### config.mk
export PLATFORM = sky130hd
export DESIGN_NAME = mem_port_arbiter
export DESIGN_NICKNAME = d
export VERILOG_FILES = /design/src/rtl/mips_mem_pkg.sv /design/src/rtl/mem_port_arbiter.sv
export SDC_FILE = /design/constraint.sdc
export NUM_CORES = 1
export LEC_CHECK = 0
export ABC_AREA = 1
export BUFFER_PORTS_ARGS = -buffer_cell sky130_fd_sc_hd__buf_2
export CAP_MARGIN = 20
export CELL_PAD_IN_SITES_DETAIL_PLACEMENT = 1
export CELL_PAD_IN_SITES_GLOBAL_PLACEMENT = 1
export CORE_ASPECT_RATIO = 2
export CORE_UTILIZATION = 32
export DETAILED_ROUTE_END_ITERATION = 16
export PLACE_DENSITY = 0.86
export SETUP_SLACK_MARGIN = 0.1
export SYNTH_ARGS = -nofsm -noshare
export SYNTH_HDL_FRONTEND = slang
export SYNTH_SLANG_ARGS = --single-unit
### constraint.sdc
create_clock -name clk -period 1.9 [get_ports clk]
set_clock_uncertainty 0.1 [all_clocks]
set_input_delay 0.475 -clock clk [delete_from_list [all_inputs] [get_ports clk]]
set_output_delay 0.475 -clock clk [all_outputs]
set_load 0.01 [all_outputs]
### src/rtl/mips_mem_pkg.sv
// Shared definitions for the shared-memory port arbiter.
//   state_t      : arbiter FSM state encoding
//   MEM_LAT_DEF  : default memory read latency (cycles)
//   STARVE_MAX_DEF : default number of consecutive DM grants tolerated while IF waits
//   cnt_w()      : width of a counter able to hold values 0..n-1 (minimum 1 bit)
package mips_mem_pkg;

  typedef enum logic [1:0] {
    ST_IDLE  = 2'd0,
    ST_ISSUE = 2'd1,
    ST_WAIT  = 2'd2,
    ST_RESP  = 2'd3
  } state_t;

  localparam int MEM_LAT_DEF    = 1;
  localparam int STARVE_MAX_DEF = 4;

  function automatic int cnt_w(input int n);
    return (n > 1) ? $clog2(n) : 1;
  endfunction

endpackage

### src/rtl/mem_port_arbiter.sv
// Shares one single-ported synchronous memory between the fetch stage (IF)
// and the data-memory stage (DM). One access at a time: arbitrate in IDLE,
// strobe the memory for one cycle in ISSUE, wait MEM_LAT cycles in WAIT
// (reads only), then pulse the winner's ready for one cycle in RESP.
//
// Handshake: each requester raises *_req as a level and holds it, together
// with its address/data, until its *_ready pulses for one cycle; *_rdata is
// valid during that pulse and held afterwards. Only one ready pulses at a time.
//
// Ports
//   clk, rst                      : clock, synchronous active-high reset
//   if_req/if_addr                : fetch request (always a read)
//   if_rdata/if_ready             : fetch result and completion pulse
//   dm_req/dm_we/dm_addr/dm_wdata : data request
//   dm_rdata/dm_ready             : data result and completion pulse
//   mem_en/mem_we/mem_addr/mem_wdata : registered memory command
//   mem_rdata                     : memory read data, MEM_LAT cycles after mem_en
//   stall_if/stall_mem            : requester pending and not completing this cycle
//   busy                          : FSM not idle
//   dbg_state                     : current FSM state
module mem_port_arbiter
  import mips_mem_pkg::*;
#(
  parameter int AW         = 32,
  parameter int DW         = 32,
  parameter int MEM_LAT    = MEM_LAT_DEF,
  parameter int STARVE_MAX = STARVE_MAX_DEF
) (
  input  logic          clk,
  input  logic          rst,
  input  logic          if_req,
  input  logic [AW-1:0] if_addr,
  output logic [DW-1:0] if_rdata,
  output logic          if_ready,
  input  logic          dm_req,
  input  logic          dm_we,
  input  logic [AW-1:0] dm_addr,
  input  logic [DW-1:0] dm_wdata,
  output logic [DW-1:0] dm_rdata,
  output logic          dm_ready,
  output logic          mem_en,
  output logic          mem_we,
  output logic [AW-1:0] mem_addr,
  output logic [DW-1:0] mem_wdata,
  input  logic [DW-1:0] mem_rdata,
  output logic          stall_if,
  output logic          stall_mem,
  output logic          busy,
  output logic [1:0]    dbg_state
);

  localparam int LW = cnt_w(MEM_LAT);
  localparam int SW = cnt_w(STARVE_MAX + 1);
  localparam logic [LW-1:0] LAT_INIT   = LW'(MEM_LAT - 1);
  localparam logic [SW-1:0] STARVE_LIM = SW'(STARVE_MAX);

  state_t        state_q;
  logic          gnt_dm_q;
  logic          mem_en_q, mem_we_q;
  logic [AW-1:0] mem_addr_q;
  logic [DW-1:0] mem_wdata_q;
  logic [LW-1:0] lat_cnt_q;
  logic [SW-1:0] starve_q;
  logic          if_ready_q, dm_ready_q;
  logic [DW-1:0] if_rdata_q, dm_rdata_q;

  // Arbitration decision, only consumed in IDLE.
  logic          force_if;
  logic          gnt_dm_d;
  logic [SW-1:0] starve_d;

  always_comb begin
    force_if = if_req && (starve_q == STARVE_LIM);
    gnt_dm_d = dm_req && !force_if;
    starve_d = '0;
    // Count DM wins only while IF is actually waiting; saturate at the limit.
    if (if_req && gnt_dm_d) begin
      starve_d = (starve_q == STARVE_LIM) ? starve_q : starve_q + SW'(1);
    end
  end

  always_ff @(posedge clk) begin
    if (rst) begin
      state_q     <= ST_IDLE;
      gnt_dm_q    <= 1'b0;
      mem_en_q    <= 1'b0;
      mem_we_q    <= 1'b0;
      mem_addr_q  <= '0;
      mem_wdata_q <= '0;
      lat_cnt_q   <= '0;
      starve_q    <= '0;
      if_ready_q  <= 1'b0;
      dm_ready_q  <= 1'b0;
      if_rdata_q  <= '0;
      dm_rdata_q  <= '0;
    end else begin
      mem_en_q   <= 1'b0;
      if_ready_q <= 1'b0;
      dm_ready_q <= 1'b0;
      case (state_q)
        ST_IDLE: begin
          starve_q <= starve_d;
          if (if_req || dm_req) begin
            gnt_dm_q   <= gnt_dm_d;
            mem_en_q   <= 1'b1;
            mem_we_q   <= gnt_dm_d && dm_we;
            mem_addr_q <= gnt_dm_d ? dm_addr : if_addr;
            if (gnt_dm_d) begin
              mem_wdata_q <= dm_wdata;
            end
            state_q <= ST_ISSUE;
          end
        end
        ST_ISSUE: begin
          mem_we_q <= 1'b0;
          if (mem_we_q) begin
            // Writes only ever come from DM and need no read wait.
            dm_ready_q <= 1'b1;
            state_q    <= ST_RESP;
          end else begin
            lat_cnt_q <= LAT_INIT;
            state_q   <= ST_WAIT;
          end
        end
        ST_WAIT: begin
          if (lat_cnt_q == '0) begin
            if (gnt_dm_q) begin
              dm_rdata_q <= mem_rdata;
              dm_ready_q <= 1'b1;
            end else begin
              if_rdata_q <= mem_rdata;
              if_ready_q <= 1'b1;
            end
            state_q <= ST_RESP;
          end else begin
            lat_cnt_q <= lat_cnt_q - LW'(1);
          end
        end
        default: begin
          state_q <= ST_IDLE;
        end
      endcase
    end
  end

  assign if_rdata  = if_rdata_q;
  assign if_ready  = if_ready_q;
  assign dm_rdata  = dm_rdata_q;
  assign dm_ready  = dm_ready_q;
  assign mem_en    = mem_en_q;
  assign mem_we    = mem_we_q;
  assign mem_addr  = mem_addr_q;
  assign mem_wdata = mem_wdata_q;
  assign stall_if  = if_req & ~if_ready_q;
  assign stall_mem = dm_req & ~dm_ready_q;
  assign busy      = (state_q != ST_IDLE);
  assign dbg_state = state_q;

endmodule

* Word level (Yosys, flattened, before mapping)
Index checks and enable logic that the tools add are counted.
** Storage, ports and cells
- Bits in registers :: 139
- Output and inout bits :: 137
- Bits in read-only memories :: 0
- Word-level logic and storage cells :: 67
- Input bits :: 133
- Bits in latches :: 0
- Memories kept :: 0
- Memory bits (writable) :: 0
** Cells by class
- Shifts and indexed selects :: 0
- Eq/ne operators :: 7
- Divide/modulo/power cells :: 0
- $add $sub $neg :: 2
- Reduce and logical (&&, ||, !) cells :: 20
- Multiplexer cells :: 18
- Multipliers :: 0
- Bitwise operators :: 8
- Magnitude comparators :: 0
** Operators with widths (number)
- $mux W32 :: 1
- $reduce_and A2 Y1 :: 5
- $mux W1 :: 9
- $reduce_and A3 Y1 :: 3
- $ne A2 B2 Y1 const B :: 4
- $mux W3 :: 2
- $not A1 Y1 :: 6
- $pmux W1 S2 :: 3
- $pmux W2 S3 :: 1
- $reduce_bool A2 Y1 :: 3
- $logic_and A1 B1 Y1 :: 4
- $mux W2 :: 2
- $add A3 B1 Y3 const B :: 1
- $eq A3 B3 Y1 const B :: 1
- $reduce_or A3 Y1 :: 1
- $and A1 B1 Y1 :: 2
- $eq A2 B1 Y1 const B :: 1
- $eq A2 B2 Y1 const B :: 1
- $logic_not A2 Y1 :: 1
- $reduce_or A2 Y1 :: 1
- $logic_not A1 Y1 :: 1
- $logic_or A1 B1 Y1 :: 1
- $sub A1 B1 Y1 const B :: 1

* Depth between registers and ports, before layout
Gate-level depths: netlist (run 1).
- Depth after elaboration :: 7
- Gate-level depth with buffers :: 10
- Mapped depth without buffers :: 7

* Worst setup path before layout (run 1)
No wires, ideal clock.
- Path type :: input to output
- From :: input port dm_req
- To :: output port stall_mem
- Data arrival time :: 1128 ps
- Required time :: 1325 ps
- Slack :: 197 ps
- Buffers on the path :: 2
- Cell stages on the path :: 4
- Cells stage by stage :: buf_2 clkbuf_1 inv_1 nor2_1
** On the way
- Word-level cells in the longest chain between the ends :: 1
** RTL lines
- start: declaration :: RTL line mem_port_arbiter.sv:35 : input logic dm_req,
- $and A1 B1 Y1 :: RTL line mem_port_arbiter.sv:155 : assign stall_mem = dm_req & ~dm_ready_q;
- end: declaration :: RTL line mem_port_arbiter.sv:47 : output logic stall_mem,
No other way between the ends.

* Final worst setup path (run 1)
- From :: register state_q[1] (netlist: dbg_state[1])
- To :: output port busy
** On the way
- Word-level cells in the longest chain between the ends :: 1
** RTL lines
- start: declaration :: RTL line mem_port_arbiter.sv:57 : state_t state_q;
- start signal: assignment :: RTL line mem_port_arbiter.sv:84 : state_q <= ST_IDLE;
- start signal: assignment :: RTL line mem_port_arbiter.sv:111 : state_q <= ST_ISSUE;
- start signal: assignment :: RTL line mem_port_arbiter.sv:119 : state_q <= ST_RESP;
- $reduce_bool A2 Y1 :: RTL line mem_port_arbiter.sv:156 : assign busy = (state_q != ST_IDLE);
- end: declaration :: RTL line mem_port_arbiter.sv:48 : output logic busy,
No other way between the ends.

==> results of run 1 <==
[per-stage QoR]
step / worst slack [ns] / std cells / util
2_1_floorplan: 0.197 / 770 / -
3_3_place_gp: 0.215 / 1207 / 0.417
3_5_place_dp: 0.143 / 1207 / 0.417
4_1_cts: 0.102 / 1241 / 0.454
5_1_grt: 0.102 / 1246 / 0.455
6_report: 0.159 / 1246 / 0.455
[synth_stat cells (6+ instances only)]
| master | instances | area, um^2 |
|---|---|---|
| sky130_fd_sc_hd__a21oi_1 | 67 | 335 |
| sky130_fd_sc_hd__buf_1 | 6 | 22.5 |
| sky130_fd_sc_hd__buf_2 | 17 | 85.1 |
| sky130_fd_sc_hd__clkbuf_1 | 29 | 109 |
| sky130_fd_sc_hd__dfxtp_1 | 138 | 2760 |
| sky130_fd_sc_hd__ha_1 | 7 | 87.6 |
| sky130_fd_sc_hd__inv_1 | 42 | 158 |
| sky130_fd_sc_hd__nand2_1 | 75 | 282 |
| sky130_fd_sc_hd__nand3_1 | 35 | 175 |
| sky130_fd_sc_hd__nand4_1 | 32 | 200 |
| sky130_fd_sc_hd__nor2_1 | 201 | 754 |
| sky130_fd_sc_hd__o21ai_0 | 44 | 220 |
| sky130_fd_sc_hd__o21ai_1 | 55 | 275 |
[placed cells by master, fill, tap and decap left out, drive strengths merged]
cell | netlist | routed
a211oi | 1 | 1
a21oi | 67 | 67
buf | 32 | 290
bufinv | 0 | 3
clkbuf | 29 | 22
clkinv | 0 | 3
clkinvlp | 0 | 3
dfxtp | 138 | 138
diode | 0 | 5
ha | 7 | 7
inv | 46 | 47
mux2i | 1 | 1
nand2 | 75 | 75
nand3 | 37 | 37
nand4 | 32 | 32
nor2 | 203 | 203
o21ai | 99 | 99
o21bai | 1 | 1
xnor2 | 1 | 1
xor2 | 1 | 1
[sequential cells by signal, summed over array words and instances (netlist names)]
name	count
mem_we	1
if_ready	1
dm_ready	1
gnt_dm_q	1
dm_rdata	32
if_rdata	32
dbg_state	2
mem_wdata	32
starve_q	3
mem_en	1
mem_addr	32
[routing by layer]
| metal | vias to the layer above | wire length, um |
|---|---|---|
| li1 | 3004 | - |
| met1 | 2829 | 7260 |
| met2 | 178 | 10500 |
| met3 | 55 | 918 |
| met4 | 2 | 914 |
| met5 | - | 14 |
[what timing repair did]
| item | in CTS | in global routing |
|---|---|---|
| hold buffers | 0 | 0 |
| gates resized for setup | 5 | 5 |
| setup endpoints to repair | 1 | 4 |
| setup buffers | 2 | 0 |
[worst reg2reg max path, cell delays in order, from the launching register on]
cell and delay (ns):
sky130_fd_sc_hd__dfxtp_1 0.37, sky130_fd_sc_hd__inv_1 0.06, sky130_fd_sc_hd__ha_1 0.22, sky130_fd_sc_hd__nand3_4 0.24, sky130_fd_sc_hd__buf_12 0.25, sky130_fd_sc_hd__nand4_1 0.14
sky130_fd_sc_hd__a21oi_1 0.19
[where the power goes]
group	switching (mW)	internal [mW]
Sequential	0.350	3.60
Combinational	2.29	1.45
Clock	1.28	2.17
Total	3.91	7.22
[area by class of cell]
type	instances	area share
multi-input combinational	525	0.309
clock buffer	22	0.0603
antenna	5	0.00159
sequential	138	0.352
clock inverter	10	0.0178
inverter	46	0.0223
timing repair buffer	290	0.204
tap	210	0.0334
[final timing paths]
| kind | from | to | slack [ns] | depth (start not counted) |
|---|---|---|---|---|
| min reg2reg | mem_wdata[10] | mem_wdata[10] | 0.36 | 2 |
| min | mem_rdata[26] | if_rdata[26] | 0.21 | 3 |
| max | dbg_state[1] | busy | 0.16 | 4 |
| max reg2reg | starve_q[0] | mem_wdata[15] | 0.25 | 6 |
[cells by family (layout without fill, tap and decap cells)]
family | after synthesis | in the layout | synth area share
AND/OR/NAND/NOR | 347 | 347 | 0.256
AO/OA/AOI/OAI | 168 | 168 | 0.150
flip-flops | 138 | 138 | 0.490
buffers and inverters | 107 | 368 | 0.0843
adder cells (fa/ha/maj) | 7 | 7 | 0.0155
XOR/XNOR | 2 | 2 | 0.00310
multiplexers | 1 | 1 | 0.00177
other | 0 | 5 | 0
==> results.md, run 1 <==
- Total clock sinks: 138
- Total placed instance area: slightly above 7000 um^2
- Width of the die: 95.9 um
- Final HPWL DP: 14100 um
- Row count: ~70
- Detailed router's first-iteration violation count: ~130
- Most Crowded Layer GR: met2
- Synth Warn #: 0
- Number of I/O port buffers: approximately 270
- Met1 track demand over resource in global routing: 0.214
- Final global-route overflow total: 0
- Total power draw: between 10 and 15 mW
- Final Wtd Congestion: about 0.79
- PD cells: 1420 nW/um^2
- Number of I/O pins: 270
- Die Y: between 150 and 200 um
- Number of buffers created by CTS: 17
- Final routed wire length divided by cell count: between 15 and 20 um
- Area added between synthesis and finish: 39.4%
- Post-synthesis average cell area: between 7 and 8 um^2
- Detailed-router iteration count before antenna repair: 4
- Highest clock frequency the design can meet: 575 MHz
- Crit path DAT: approximately 1.2 ns
- Total area of multi-input combinational cells: between 2000 and 2500 um^2
- Final-report hold violation count: 0
- Synth async-reset ratio: 0
- Library cell used as clock root buffer: sky130_fd_sc_hd__clkbuf_16
- Number of buffers on the longest clock path: 2
- Number of buffer and inverter instances along the worst setup path: 3
- M3 GR Usage: 0.0524
- Max VDD drop: about 0.67 mV
- Sequential cell area in the final layout: 2770 um^2
- Global Route Usage Sum: 0.217
- Syn_nets: between 900 and 1000
- First-pass GRT wire length: about 30000 um
- Post-detailed-route DRC marker count: 0
- Static leakage: 3.95 nW
- Biggest fanout along the worst timing path: 3
- Largest net degree at the start of global routing: 57
- Mapped Cells: a little under 800
- Nets: 1158
- H-tree Lvls: 4
- Final clock period utilization by the worst path: 0.916
- Sequential share of the synthesized area: 0.490
- Final setup viols: 0
- Max Cap Violations: 0
- Final hold slack: between 0.2 and 0.25 ns
- Unrepaired setup endpoints after global routing: false
- Prevailing post-synth register cell: sky130_fd_sc_hd__dfxtp_1
- Number of max-slew violations in the final report: 0
- Wire length reported by the detailed router: ~20000 um
- Synth Cell Area: about 5600 um^2
- Remaining number of nets flagged by the antenna check after routing: 0
- Actual transition at the worst max-transition pin: 0.583 ns
- Critical path launch point type: flip-flop
- Overall die area: between 15000 and 20000 um^2
- Post-route cell area: between 7000 and 8000 um^2
- Crit-path max cell delay: roughly 0.34 ns
- Clock latency at the later pin of the worst-skew pair: between 0.4 and 0.5 ns
- Worst-path cell with the longest stage delay: sky130_fd_sc_hd__dfxtp_2
- Number of global-route vias before repair: approximately 6200
- Relative slew slack: 0.611
- Starting density of the core: 0.327
- Status: completed
- Final critical path time including I/O delays and setup: between 1.5 and 2 ns
- Via density: 4.87
- Number of synthesized register bits: approximately 140
- Number of filler cells placed in the layout: around 2200
- Cell-by-cell listing of the critical path: inv_2 -> ha_4 -> inv_2 -> buf_6
- Category of the critical setup timing path: flip-flop to primary output
- CTS tree: yes
- Number of synthesized flops with an enable pin: 0
- Data required time at the worst endpoint: between 1 and 1.5 ns
- Sum of negative setup slack: 0 ns
- Worst path top cell family by delay: flip-flops
- Area of the core: between 15000 and 20000 um^2
- Global routing met2 resource utilization: 0.397
- Clock-pin slew of the registers on the worst-case setup and hold paths: roughly 0.060 ns
- Antenna violations before repair: 6
- Detailed-route via count: between 6000 and 7000
- Worst min path class: primary input to flip-flop
- Cell with the most instances on the worst path: sky130_fd_sc_hd__inv_2
- Number of distinct library cells after synthesis: 23
- Type of destination of the critical path: primary output
- Share of layout cells above drive strength 1: 0.323
No activity file was read; power rests on OpenSTA's default activity.
==> run 2, diff against run 1 <==
Settings changed: CELL_PAD_IN_SITES_DETAIL_PLACEMENT 1 to default, CELL_PAD_IN_SITES_GLOBAL_PLACEMENT 1 to default, CORE_UTILIZATION 32 to 46, PLACE_DENSITY 0.86 to 0.85.
==> results.md, run 2 (same netlist as run 1, synthesis figures left out) <==
- Status: completed
- Hold Buf Count CTS: 0
- Final global-route overflow total: 0
- Max Cap Violations: 0
- Global Route Usage Sum: 0.254
- Final hold slack: between 0.2 and 0.25 ns
- Share of the core filled with cells: 0.654
- CTS tree: yes
- Largest net degree at the start of global routing: 66
- Share of layout cells above drive strength 1: 0.324
- Number of buffers created by CTS: 17
- Number of I/O pins: 270
- Die Y: ~160 um
- Actual transition at the worst max-transition pin: between 0.5 and 0.6 ns
- Wire length reported by the detailed router: between 15000 and 20000 um
- Area added between synthesis and finish: 37.3%
- Number of I/O port buffers: between 200 and 300
- Detailed-router iteration count before antenna repair: 5
- Clock-pin slew of the registers on the worst-case setup and hold paths: ~0.06 ns
- Final HPWL DP: roughly 11000 um
- Type of destination of the critical path: primary output
- Antenna violations before repair: 0
- Detailed-route via count: approximately 6000
- Number of filler cells placed in the layout: ~1100
- Overall die area: about 13000 um^2
- Number of max-slew violations in the final report: 0
- Worst slack at placement: around 0.28 ns
- Max VDD drop: roughly 0.9 mV
- Highest-count cells in the layout ignoring fill and taps: sky130_fd_sc_hd__buf_2 (268), sky130_fd_sc_hd__nor2_1 (201), sky130_fd_sc_hd__dfxtp_1 (136)
- Crit path DAT: between 1 and 1.5 ns
- Sum of negative setup slack: 0 ns
- Final clock period utilization by the worst path: 0.915
- Data required time at the worst endpoint: between 1 and 1.5 ns
- Number of buffers on the longest clock path: 2
- Starting density of the core: 0.477
- Row count: 56
- Remaining number of nets flagged by the antenna check after routing: 0
- Nets: 1157
- Most common cell after layout, fill and taps aside: sky130_fd_sc_hd__buf_2
- First-pass GRT wire length: 25200 um
- Area of the core: roughly 12000 um^2
- Final critical path time including I/O delays and setup: approximately 1.7 ns
- Final Wtd Congestion: around 0.83
- Count of placed standard cells in the final layout, fillers left out: ~1200
- Highest clock frequency the design can meet: 575 MHz
- Category of the critical setup timing path: flip-flop to primary output
- Total clock sinks: 138
- Setup slack after layout: roughly 0.16 ns
- Final routed wire length divided by cell count: between 10 and 15 um
- Total placed cells including tap cells: 1140
- Critical path launch point type: flip-flop
- Library cell used as clock root buffer: sky130_fd_sc_hd__clkbuf_16
- Post-detailed-route DRC marker count: 0
- Number of global-route vias before repair: about 5500
- Final-report hold violation count: 0
- Detailed router's first-iteration violation count: ~280
- Relative slew slack: 0.626
- PD cells: around 1400 nW/um^2
- Static leakage: a little under 4 nW
- Worst min path class: primary input to flip-flop
- H-tree Lvls: 4
- Sequential cell area in the final layout: about 2800 um^2
- Clock latency at the later pin of the worst-skew pair: 0.41 ns
- Via density: 5.08
- Unrepaired setup endpoints after global routing: false
- Biggest fanout along the worst timing path: 3
- Total area of multi-input combinational cells: 2430 um^2
- Width of the die: roughly 80 um
- Final setup viols: 0
run 2: cell count changes in the layout (fill, tap and decap cells not counted), moves of 2 or more:
| cell | before | now |
|---|---|---|
| sky130_fd_sc_hd__buf_6 | 2 | 0 |
| sky130_fd_sc_hd__clkbuf_1 | 2 | 0 |
| sky130_fd_sc_hd__clkbuf_8 | 3 | 1 |
| sky130_fd_sc_hd__diode_2 | 5 | 1 |
| sky130_fd_sc_hd__inv_6 | 1 | 4 |
| sky130_fd_sc_hd__inv_8 | 0 | 2 |
run 2: path summary, 6_finish.rpt:
kind / startpoint / to / slack, ns / depth (start not counted)
hold / removal: mem_rdata[16] / if_rdata[16] / 0.20 / 3
setup / recovery: dbg_state[0] / busy / 0.16 / 4
setup reg to reg: starve_q[0] / mem_addr[26] / 0.24 / 7
hold reg to reg: mem_wdata[1] / mem_wdata[1] / 0.36 / 2
run 2: area by class of cell:
| cell class | instances | share of cell area |
|---|---|---|
| Antenna cell | 1 | 0.000323 |
| Tap cell | 145 | 0.0234 |
| Clock inverter | 14 | 0.0239 |
| Sequential cell | 138 | 0.357 |
| Timing Repair Buffer | 289 | 0.203 |
| Multi-Input combinational cell | 525 | 0.314 |
| Inverter | 46 | 0.0223 |
| Clock buffer | 18 | 0.0567 |
run 2: report_power, final:
group | internal [mW] | switching, mW | leakage (nW)
clock network | 2.14 | 1.33 | 0.302
registers | 3.60 | 0.360 | 1.13
logic | 1.41 | 2.18 | 2.51
total | 7.15 | 3.87 | 3.94
run 2: stage by stage:
step                      instance area (um^2)  total power, mW
after floorplan                           5640             6.19
after global placement                    7080             7.38
after detailed placement                  7080             7.47
after CTS                                 7740             11.1
after global routing                      7750             11.7
final                                     7750             11.0
run 2: layer usage:
layer | track usage | vias to the layer above | part of all wire
met3 | 0.0585 | 58 | 0.062
met2 | 0.443 | 251 | 0.53
met1 | 0.272 | 2658 | 0.36
met5 | 0 | - | 0
li1 | - | 3007 | -
met4 | 0.156 | 0 | 0.049
run 2: what timing repair did:
action	4_1_cts	5_1_grt
setup buffers	3	0
pin swaps	1	0
resized for setup	6	1
endpoints found under the hold margin	0	0
setup endpoints to repair	1	1
run 2: critical path, cell delays in order, from the launching register on:
cell	delay, ns
sky130_fd_sc_hd__dfxtp_2	0.33
sky130_fd_sc_hd__inv_2	0.06
sky130_fd_sc_hd__ha_4	0.16
sky130_fd_sc_hd__inv_2	0.07
sky130_fd_sc_hd__buf_4	0.13
